## config.mk

```make
export PLATFORM = sky130hd
export DESIGN_NAME = fast_cluster_sched
export DESIGN_NICKNAME = d
export VERILOG_FILES = /design/src/rtl/fcf_pkg.sv /design/src/rtl/fcf_sync_fifo.sv /design/src/rtl/fast_cluster_sched.sv
export SDC_FILE = /design/constraint.sdc
export NUM_CORES = 1
export LEC_CHECK = 0
export ABC_AREA = 1
export ABC_CLOCK_PERIOD_IN_PS = 4400
export CAP_MARGIN = 20
export CORE_ASPECT_RATIO = 0.75
export CORE_MARGIN = 3
export CORE_UTILIZATION = 54
export CTS_CLUSTER_SIZE = 28
export DETAILED_ROUTE_END_ITERATION = 10
export PLACE_DENSITY = 0.79
export RECOVER_POWER = 100
export SYNTH_ARGS = -nofsm -noshare
export SYNTH_HDL_FRONTEND = slang
export SYNTH_HIERARCHICAL = 1
export SYNTH_SLANG_ARGS = --single-unit
```

## constraint.sdc

```tcl
create_clock -name BCclk -period 4.4 [get_ports BCclk]
set_input_delay 0.88 -clock BCclk [delete_from_list [all_inputs] [get_ports BCclk]]
set_output_delay 0.88 -clock BCclk [all_outputs]
set_load 0.03 [all_outputs]
```

## src/rtl/fcf_pkg.sv

```systemverilog
// Shared encodings for the fast-cluster scheduler: serializer modes, FSM states, defaults.
// Latency: n/a (types, constants and a pure helper function only).
// Backpressure: n/a.
package fcf_pkg;

  // Serializer control / mode request encodings
  localparam logic [1:0] FCF_OFF  = 2'b00;
  localparam logic [1:0] FCF_PATM = 2'b01;
  localparam logic [1:0] FCF_PATL = 2'b10;
  localparam logic [1:0] FCF_CLUS = 2'b11;

  typedef enum logic [1:0] {
    ST_IDLE    = 2'b00,
    ST_PATTERN = 2'b01,
    ST_CLUSTER = 2'b10,
    ST_DRAIN   = 2'b11
  } fcf_state_e;

  localparam int          FCF_FIFO_DEPTH = 4;
  localparam int          FCF_HOLDOFF    = 2;
  localparam logic [15:0] FCF_PATTERN    = 16'h00FF;

  // One buffered BC: lane-valid flags plus the 32-bit hit (invalid halves zeroed)
  typedef struct packed {
    logic [1:0]  vld;
    logic [31:0] hit;
  } fcf_word_t;

  function automatic fcf_state_e mode_to_state(input logic [1:0] mode);
    case (mode)
      FCF_OFF:  return ST_IDLE;
      FCF_CLUS: return ST_CLUSTER;
      default:  return ST_PATTERN;
    endcase
  endfunction

endpackage

```

## src/rtl/fcf_sync_fifo.sv

```systemverilog
// Single-clock FIFO for cluster words; full/empty/level flags.
// Latency: written word visible at dout_o the cycle after the push edge.
// Backpressure: push ignored when full unless a pop happens on the same edge; pop ignored when empty.
// Ports: clk_i, rst_ni (async active-low), push_i/din_i, pop_i/dout_o, full_o, empty_o, level_o.
module fcf_sync_fifo #(
  parameter int WIDTH = 34,
  parameter int DEPTH = 4
) (
  input  logic                     clk_i,
  input  logic                     rst_ni,
  input  logic                     push_i,
  input  logic [WIDTH-1:0]         din_i,
  input  logic                     pop_i,
  output logic [WIDTH-1:0]         dout_o,
  output logic                     full_o,
  output logic                     empty_o,
  output logic [$clog2(DEPTH):0]   level_o
);

  localparam int AW = $clog2(DEPTH);

  logic [WIDTH-1:0] mem_q [DEPTH];
  logic [AW-1:0]    wr_q, rd_q;
  logic [AW:0]      cnt_q, cnt_d;
  logic             push_ok, pop_ok;

  assign full_o  = (cnt_q == (AW+1)'(DEPTH));
  assign empty_o = (cnt_q == '0);
  assign level_o = cnt_q;
  assign dout_o  = mem_q[rd_q];

  assign pop_ok  = pop_i && !empty_o;
  // A pop on the same edge frees the slot, so a full FIFO still accepts the push
  assign push_ok = push_i && (!full_o || pop_ok);

  always_comb begin
    cnt_d = cnt_q;
    case ({push_ok, pop_ok})
      2'b10:   cnt_d = cnt_q + (AW+1)'(1);
      2'b01:   cnt_d = cnt_q - (AW+1)'(1);
      default: cnt_d = cnt_q;
    endcase
  end

  always_ff @(posedge clk_i) begin
    if (push_ok) mem_q[wr_q] <= din_i;
  end

  always_ff @(posedge clk_i or negedge rst_ni) begin
    if (!rst_ni) begin
      wr_q  <= '0;
      rd_q  <= '0;
      cnt_q <= '0;
    end else begin
      if (push_ok) wr_q <= wr_q + AW'(1);
      if (pop_ok)  rd_q <= rd_q + AW'(1);
      cnt_q <= cnt_d;
    end
  end

endmodule

```

## src/rtl/fast_cluster_sched.sv

```systemverilog
// Buffers per-BC cluster words and sequences the two fast-readout serializers (off/pattern/cluster).
// Latency: hit sampled at edge k into an empty FIFO with idle lanes -> ser_load high after edge k+1.
// Backpressure: loads wait for lane idle (ser_busy low and holdoff expired); full FIFO drops and counts.
// Ports: BCclk, reset (async active-low); mode_req/mode_apply; hit_loc/hit_vld; ser_busy;
//        control, dff_reset, ser_load, ser_data_M/L, fifo_level, drop_count, state.
module fast_cluster_sched
  import fcf_pkg::*;
#(
  parameter int          FIFO_DEPTH = FCF_FIFO_DEPTH,
  parameter int          HOLDOFF    = FCF_HOLDOFF,
  parameter logic [15:0] PATTERN    = FCF_PATTERN
) (
  input  logic                        BCclk,
  input  logic                        reset,
  input  logic [1:0]                  mode_req,
  input  logic                        mode_apply,
  input  logic [31:0]                 hit_loc,
  input  logic [1:0]                  hit_vld,
  input  logic [1:0]                  ser_busy,
  output logic [1:0]                  control,
  output logic                        dff_reset,
  output logic [1:0]                  ser_load,
  output logic [15:0]                 ser_data_M,
  output logic [15:0]                 ser_data_L,
  output logic [$clog2(FIFO_DEPTH):0] fifo_level,
  output logic [15:0]                 drop_count,
  output logic [1:0]                  state
);

  localparam int HW = $clog2(HOLDOFF + 1);

  fcf_state_e         state_q, state_d;
  logic [1:0]         control_q, control_d;
  logic [1:0]         target_q, target_d;
  logic [1:0]         pend;
  logic [1:0][HW-1:0] hold_q, hold_d;
  logic [1:0]         load_q, load_d;
  logic [15:0]        data_m_q, data_m_d, data_l_q, data_l_d;
  logic [15:0]        drop_q, drop_d;
  logic [1:0]         lane_idle;

  fcf_word_t          push_word, head_word;
  logic               push, pop, drop, fifo_full, fifo_empty;

  always_comb begin
    for (int n = 0; n < 2; n++) lane_idle[n] = !ser_busy[n] && (hold_q[n] == '0);
  end

  assign push_word.vld = hit_vld;
  assign push_word.hit = {hit_vld[1] ? hit_loc[31:16] : 16'h0, hit_vld[0] ? hit_loc[15:0] : 16'h0};

  // DRAIN keeps popping but never pushes, so the FIFO empties before the mode switch
  assign push = (state_q == ST_CLUSTER) && (hit_vld != 2'b00);
  assign pop  = ((state_q == ST_CLUSTER) || (state_q == ST_DRAIN)) && !fifo_empty &&
                ((head_word.vld & ~lane_idle) == 2'b00);
  assign drop = push && fifo_full && !pop;

  fcf_sync_fifo #(
    .WIDTH ($bits(fcf_word_t)),
    .DEPTH (FIFO_DEPTH)
  ) u_fifo (
    .clk_i   (BCclk),
    .rst_ni  (reset),
    .push_i  (push),
    .din_i   (push_word),
    .pop_i   (pop),
    .dout_o  (head_word),
    .full_o  (fifo_full),
    .empty_o (fifo_empty),
    .level_o (fifo_level)
  );

  always_comb begin
    state_d   = state_q;
    control_d = control_q;
    target_d  = target_q;
    pend      = target_q;
    load_d    = 2'b00;
    data_m_d  = data_m_q;
    data_l_d  = data_l_q;
    drop_d    = drop_q;
    for (int n = 0; n < 2; n++) hold_d[n] = (hold_q[n] != '0) ? hold_q[n] - HW'(1) : hold_q[n];

    case (state_q)
      ST_IDLE, ST_PATTERN: begin
        if (mode_apply) begin
          state_d   = mode_to_state(mode_req);
          control_d = mode_req;
        end
      end
      ST_CLUSTER: begin
        if (mode_apply && (mode_req != FCF_CLUS)) begin
          state_d  = ST_DRAIN;
          target_d = mode_req;
        end
      end
      ST_DRAIN: begin
        // Latest request wins, including one arriving on the switch edge itself
        pend     = mode_apply ? mode_req : target_q;
        target_d = pend;
        if (fifo_empty && (&lane_idle)) begin
          state_d   = mode_to_state(pend);
          control_d = pend;
        end
      end
      default: state_d = ST_IDLE;
    endcase

    if (pop) begin
      load_d   = head_word.vld;
      data_m_d = head_word.hit[31:16];
      data_l_d = head_word.hit[15:0];
    end else if ((state_q == ST_PATTERN) && (state_d == ST_PATTERN)) begin
      if ((control_d == FCF_PATM) && lane_idle[1]) load_d[1] = 1'b1;
      if ((control_d == FCF_PATL) && lane_idle[0]) load_d[0] = 1'b1;
    end

    // Outside cluster/drain the data words are fixed by the mode
    if (state_d == ST_IDLE) begin
      data_m_d = '0;
      data_l_d = '0;
    end else if (state_d == ST_PATTERN) begin
      data_m_d = (control_d == FCF_PATM) ? PATTERN : '0;
      data_l_d = (control_d == FCF_PATL) ? PATTERN : '0;
    end

    for (int n = 0; n < 2; n++) if (load_d[n]) hold_d[n] = HW'(HOLDOFF);

    if (drop && (drop_q != 16'hFFFF)) drop_d = drop_q + 16'd1;
  end

  always_ff @(posedge BCclk or negedge reset) begin
    if (!reset) begin
      state_q   <= ST_IDLE;
      control_q <= FCF_OFF;
      target_q  <= FCF_OFF;
      hold_q    <= '0;
      load_q    <= 2'b00;
      data_m_q  <= '0;
      data_l_q  <= '0;
      drop_q    <= '0;
    end else begin
      state_q   <= state_d;
      control_q <= control_d;
      target_q  <= target_d;
      hold_q    <= hold_d;
      load_q    <= load_d;
      data_m_q  <= data_m_d;
      data_l_q  <= data_l_d;
      drop_q    <= drop_d;
    end
  end

  assign control    = control_q;
  assign dff_reset  = (state_q != ST_CLUSTER);
  assign ser_load   = load_q;
  assign ser_data_M = data_m_q;
  assign ser_data_L = data_l_q;
  assign drop_count = drop_q;
  assign state      = state_q;

endmodule
```

### Word-level counts from Yosys, hierarchy flattened

Memories as Yosys holds them, arrays and structs flattened.
Index checks and enable logic that the tools add are counted.

| cells by class | value |
|---|---|
| mux-type cells | 33 |
| reductions and logical operators | 41 |
| shift operators | 0 |
| order comparisons | 0 |
| div/mod/pow operators | 0 |
| add/subtract/negate cells | 7 |
| bitwise operators | 2 |
| eq/ne operators | 15 |
| multipliers | 0 |

Operators by type and width:

| cell | count |
|---|---|
| 2-to-1 mux 16 bit | 8 |
| 2-to-1 mux 2 bit | 13 |
| adder 16 x 1 -> 16 bit, second input constant | 1 |
| 2-to-1 mux 8 bit | 2 |
| inequality test 16 bit, second input constant | 1 |
| one-hot mux 2 bit (2 select lines) | 4 |
| logical AND 1 bit | 15 |
| logical NOT 2 bit | 7 |
| nonzero test 2 bit | 7 |
| == test 2 bit, second input constant | 6 |
| == test 2 x 1 -> 1 bit, second input constant | 4 |
| one-hot mux 2 bit (3 select lines) | 1 |
| one-hot mux 3 bit (2 select lines) | 1 |
| logical NOT 1 bit | 5 |
| adder 2 x 1 -> 2 bit, second input constant | 2 |
| 2-to-1 mux 1 bit | 4 |
| inequality test 2 bit, second input constant | 2 |
| AND reduction 2 bit | 2 |
| subtractor 2 x 1 -> 2 bit, second input constant | 2 |
| adder 3 x 1 -> 3 bit, second input constant | 1 |
| == test 3 bit, second input constant | 1 |
| logical NOT 3 bit | 1 |
| nonzero test 3 bit | 1 |
| subtractor 3 x 1 -> 3 bit, second input constant | 1 |
| other kinds (5) | 6 |

| storage, ports and cells | value |
|---|---|
| memories kept | 1 |
| output and inout port bits | 58 |
| latch bits | 0 |
| input bits | 41 |
| memory bits (writable) | 136 |
| ROM bits | 0 |
| flip-flop bits (word level) | 67 |

Memory list:

| memory | words | width | read ports | clocked after Yosys merged registers in | write ports | RTL line | RTL |
|---|---|---|---|---|---|---|---|
| u_fifo.mem_q | 4 | 34 | 1 | 0 | 1 | fcf_sync_fifo.sv:22 | `logic [WIDTH-1:0] mem_q [DEPTH];` |

### Logic depth before layout (Yosys ltp)

| logic depth | value |
|---|---|
| word-level depth | 12 |
| gate-level depth with buffers | 17 |

### Cells and area by module

Netlist, hierarchy kept.

Modules (own cells, without submodules):

| module | area an instance (um^2) | sequential area each (um^2) | cells an instance | instances |
|---|---|---|---|---|
| fcf_sync_fifo | 5510.3 | 4259.1 | 384 | 1 |
| fast_cluster_sched | 3289.4 | 1501.4 | 419 | 1 |

### Least setup slack after synthesis

No wires, ideal clock.

| timing path | value |
|---|---|
| path kind | input -> register |
| start | input ser_busy[1] |
| end | memory u_fifo.mem_q[0][0], enable pin |
| required time | 3975 ps |
| setup time | 425 ps |
| cell stages on the path | 8 |
| data arrival time | 3200 ps |
| path slack | 775 ps |
| cells stage by stage | inv_1 nand2_1 nand2_1 nand3_2 inv_2 buf_2 o21ai_4 nor2_1 |

| on the way | value |
|---|---|
| cells in the longest elaborated chain, start to end | 11 |

RTL lines:

| item | RTL line | RTL |
|---|---|---|
| from (decl) | fast_cluster_sched.sv:19 | `input logic [1:0] ser_busy,` |
| logical NOT 1 bit | fast_cluster_sched.sv:46 | `for (int n = 0; n < 2; n++) lane_idle[n] = !ser_busy[n] && (hold_q[n] == '0);` |
| logical AND 1 bit | fast_cluster_sched.sv:46 |  |
| inverter 2 bit | fast_cluster_sched.sv:55 | `((head_word.vld & ~lane_idle) == 2'b00);` |
| AND 2 bit | fast_cluster_sched.sv:55 |  |
| logical NOT 2 bit | fast_cluster_sched.sv:55 |  |
| logical AND 1 bit | fast_cluster_sched.sv:54 | `assign pop = ((state_q == ST_CLUSTER) \|\| (state_q == ST_DRAIN)) && !fifo_empty &&` |
| net pop | fast_cluster_sched.sv:43 | `logic push, pop, drop, fifo_full, fifo_empty;` |
| logical AND 1 bit | fcf_sync_fifo.sv:32 | `assign pop_ok = pop_i && !empty_o;` |
| logical OR 1 bit | fcf_sync_fifo.sv:34 | `assign push_ok = push_i && (!full_o \|\| pop_ok);` |
| logical AND 1 bit | fcf_sync_fifo.sv:34 |  |
| 2-to-1 mux 1 bit | fcf_sync_fifo.sv:46 | `if (push_ok) mem_q[wr_q] <= din_i;` |
| 2-to-1 mux 1 bit (implied by the code) | fcf_sync_fifo.sv:46 |  |
| to (decl) | fcf_sync_fifo.sv:22 |  |

The timed path passes the listed nets, and every way through them passes these cells.

==> impl_metrics.tcl <==
set metrics [dict create \
    async_flop_share_pct 33.0 \
    cts.sinks 203 \
    drive_gt1_share_pct 7.87 \
    synth.avg_cell_area_um2 11.0 \
    fmax_mhz 267 \
    port_buffers 98 \
    synth.area.mux_share_pct 0 \
    hold_viol_final 0 \
    die_y_um 117 \
    power.internal_mw 4.47 \
    wl_um 19700 \
    leakage_nw 4.43 \
    synthAdderAreaFrac_pct 1.51 \
    synth_ff_type "edfxtp_1" \
    grtUsageMet3_pct 3.85 \
    vias_per_cell 5.50 \
    stdcell_count 1120 \
    total_power_mw 7.37 \
    r2r_setup_slack_ns 0.65 \
    synth_compound_area_share_pct 10.1 \
    powerDensity_nw_per_um2 701 \
    placed_cell_area_um2 9960 \
    n_antenna_cell 0 \
    p_sw_mw 2.91 \
    grt_overflow 0 \
    grt_pass1_wl_um 31900 \
    fill_cells 1151 \
    ys_types 42 \
    syn_area_um2 8800 \
    multi_input_area_um2 2500 \
    grt_max_degree 68 \
    ctsResizeCount 0 \
    cts_root_buf "clkbuf_16" \
    use_met1_pct 32.1 \
    yosys.area_share.simple_pct 15.4 \
    timing.final.crit_share_pct 85.2 \
    clock_latency_ns 0.49 \
    grt_pass1_vias 6077 \
    relSlewSlack_pct -17.7 \
    ant_nets 0 \
    swShare_pct 39.4 \
    use_met2_pct 35.7 \
    core_um2 15600 \
    synthXorXnorAreaFrac_pct 1.69 \
    cp-start-kind "flop" \
    path_class "reg2reg" \
    worstMarginPinSlew_ns 1.76 \
    die_w_um 153 \
    cts.clk_slew.worst_paths_ns 0.06 \
    route.detailed.drc 0 \
    synth_top_family_by_area "simple AND/OR/NAND/NOR gates" \
    htree_levels 1 \
    cts_tree "built" \
    cts_buffers 20 \
    register_area_um2 5760 \
    placementRows 39 \
    rsz0062_at_grt "false" \
    dieArea_um2 17900 \
    routedWlPerCell_um 17.6 \
    ys_ff_latch 203 \
    clkPwrFrac_pct 22.1 \
    max_cap_viol_count 1 \
    place_inst 1085 \
    path_max_fanout 27 \
    antenna_found_initial 0 \
    synth-seq-area-share_pct 65.5 \
    worstPathArrival_ns 3.85 \
    vias 6160 \
    area_growth_syn_to_layout_pct 19.5 \
    grt.busiest_layer "met2" \
    ys_warn_count 6 \
    cts_setup_buffers 0 \
    detailed_place_hpwl_um 12200 \
    combPwrFrac_pct 39.9 \
    slew_violations 68 \
    hold_path.class "reg2reg" \
    end_kind "flop" \
    grt_use_total_pct 22.3 \
    worstPathRequired_ns 4.50 \
    finalCriticalPeriod_ns 3.75 \
    stdcell_area_um2 10500 \
    synth_cells 803 \
    initial_core_util_pct 56.5 \
    finalSetupViolCount 0 \
    max-vdd-ir-drop_mv 0.383 \
    failed_checks "max-capacitance violations, max-slew violations" \
    syn_nets 854 \
    final_nets 953 \
    io_pins 99 \
    tns_ns 0 \
    clockBufferDepth 3 \
    skew_ns 0.0150 \
    pwr-share-seq_pct 37.9 \
    drtPass1Iterations 5 \
    postCtsHoldBufs 0 \
    gp_congestion 0.881 \
    status "finished, violations left" \
    drt_iter0_markers 689 \
    synth_edf_count 136 \
]
-- worst max-delay path, cell delays in order, from the launching register on --
cell      delay (ns)
dfrtp_2         0.66
inv_4           0.17
o21ai_0         0.25
o22ai_1         0.16
o21ai_0         0.10
nand3_1         0.28
inv_2           0.51
o21ai_4         0.21
nor2_4          0.27
clkbuf_2        0.73
-- registers in the layout (all words and copies together) (netlist names), 3 cells and up --
name	count
u_fifo/mem_q	136
u_fifo/level_o	3
ser_data_L	16
hold_q	4
ser_data_M	16
drop_count	16
-- kinds of logic after synthesis --
family                     count (synthesis)
buffers and inverters                    119
adders and majority gates                 10
AOI/OAI and AO/OA                        149
xor gates and xnor gates                  17
and+or+nand+nor                          305
DFF                                      203
-- final timing paths --
| path | start | end | depth (start not counted) |
|---|---|---|---|
| setup reg to reg | u_fifo/rd_q[0]$_DFFE_PN0N_ | u_fifo/mem_q[1][18]$_DFFE_PP_ | 9 |
| hold reg to reg | ser_data_L[4]$_DFFE_PN0P_ | ser_data_L[4]$_DFFE_PN0P_ | 2 |
| setup / recovery | u_fifo/rd_q[0]$_DFFE_PN0N_ | u_fifo/mem_q[1][18]$_DFFE_PP_ | 9 |
| hold / removal | ser_data_L[4]$_DFFE_PN0P_ | ser_data_L[4]$_DFFE_PN0P_ | 2 |
| max in group asynchronous | reset | u_fifo/rd_q[0]$_DFFE_PN0N_ | 1 |
| min in group asynchronous | reset | hold_q[3]$_DFFE_PN0P_ | 1 |
-- cell usage in the layout, fill, tap and decap left out, types with 11 or more instances in the layout --
master	n
nand3_1	18
dlygate4sd3_1	61
edfxtp_1	136
o22ai_1	36
dfrtp_1	66
o21ai_0	46
nor2_1	92
clkdlybuf4s50_1	36
o21ai_1	33
a22o_1	16
inv_1	82
nand2_1	147
a21oi_1	11
xor2_1	12
clkbuf_16	21
-- per-layer routing --
metal | vias to the layer above | share of wire, %
li1 | 2902 | -
met1 | 2954 | 43
met2 | 269 | 46
met3 | 35 | 8.8
met4 | 0 | 2.2
met5 | - | 0
-- final cells by class --
| class | count | area share (%) |
|---|---|---|
| clock inverter | 5 | 0.500 |
| inverter | 88 | 3.19 |
| timing repair buffer | 108 | 9.86 |
| clock buffer | 30 | 5.42 |
| multi-input combinational | 481 | 23.8 |
| sequential | 203 | 54.8 |
| tap | 205 | 2.44 |
-- synth_stat cells, types with 3 or more instances --
library cell	n	area (um^2)
nor2_2	6	37.5
ha_1	9	113
buf_6	3	33.8
inv_1	80	300
inv_2	6	22.5
xnor2_1	5	43.8
o21ai_0	41	205
nor3_1	7	35.0
dfrtp_1	67	1680
nand2_2	8	50.1
nor2_4	3	33.8
o21ai_1	38	190
nor2_1	90	338
o22ai_1	36	225
buf_4	4	30.0
clkbuf_1	6	22.5
a22o_1	16	140
xor2_1	12	105
buf_2	18	90.1
a21oi_1	10	50.1
or2_1	10	62.6
edfxtp_1	136	4080
or2_2	6	37.5
nand2_1	146	548
nand4_1	3	18.8
nand3_1	16	80.1
nand3_2	3	30.0
-- metrics by stage --
| step | setup slack, ns | util [%] | hold slack [ns] |
|---|---|---|---|
| 2_1_floorplan | 0.775 | - | 0.477 |
| 3_3_place_gp | 0.773 | 64.0 | 0.464 |
| 3_5_place_dp | 0.697 | 64.0 | 0.467 |
| 4_1_cts | 0.899 | 68.0 | 0.483 |
| 5_1_grt | 0.334 | 67.5 | 0.506 |
| 6_report | 0.649 | 67.5 | 0.473 |
-- power by group through the flow --
stage                     clock network (mW)  registers [mW]  logic [mW]
after global placement                     0            2.82        2.96
after global routing                    1.73            2.85        3.24
after detailed placement                   0            2.83        3.04
final                                   1.63            2.80        2.94
after CTS                               1.65            2.80        3.07
after floorplan                            0            3.13        1.74
Note: power is estimated with default switching activity, not from simulation.
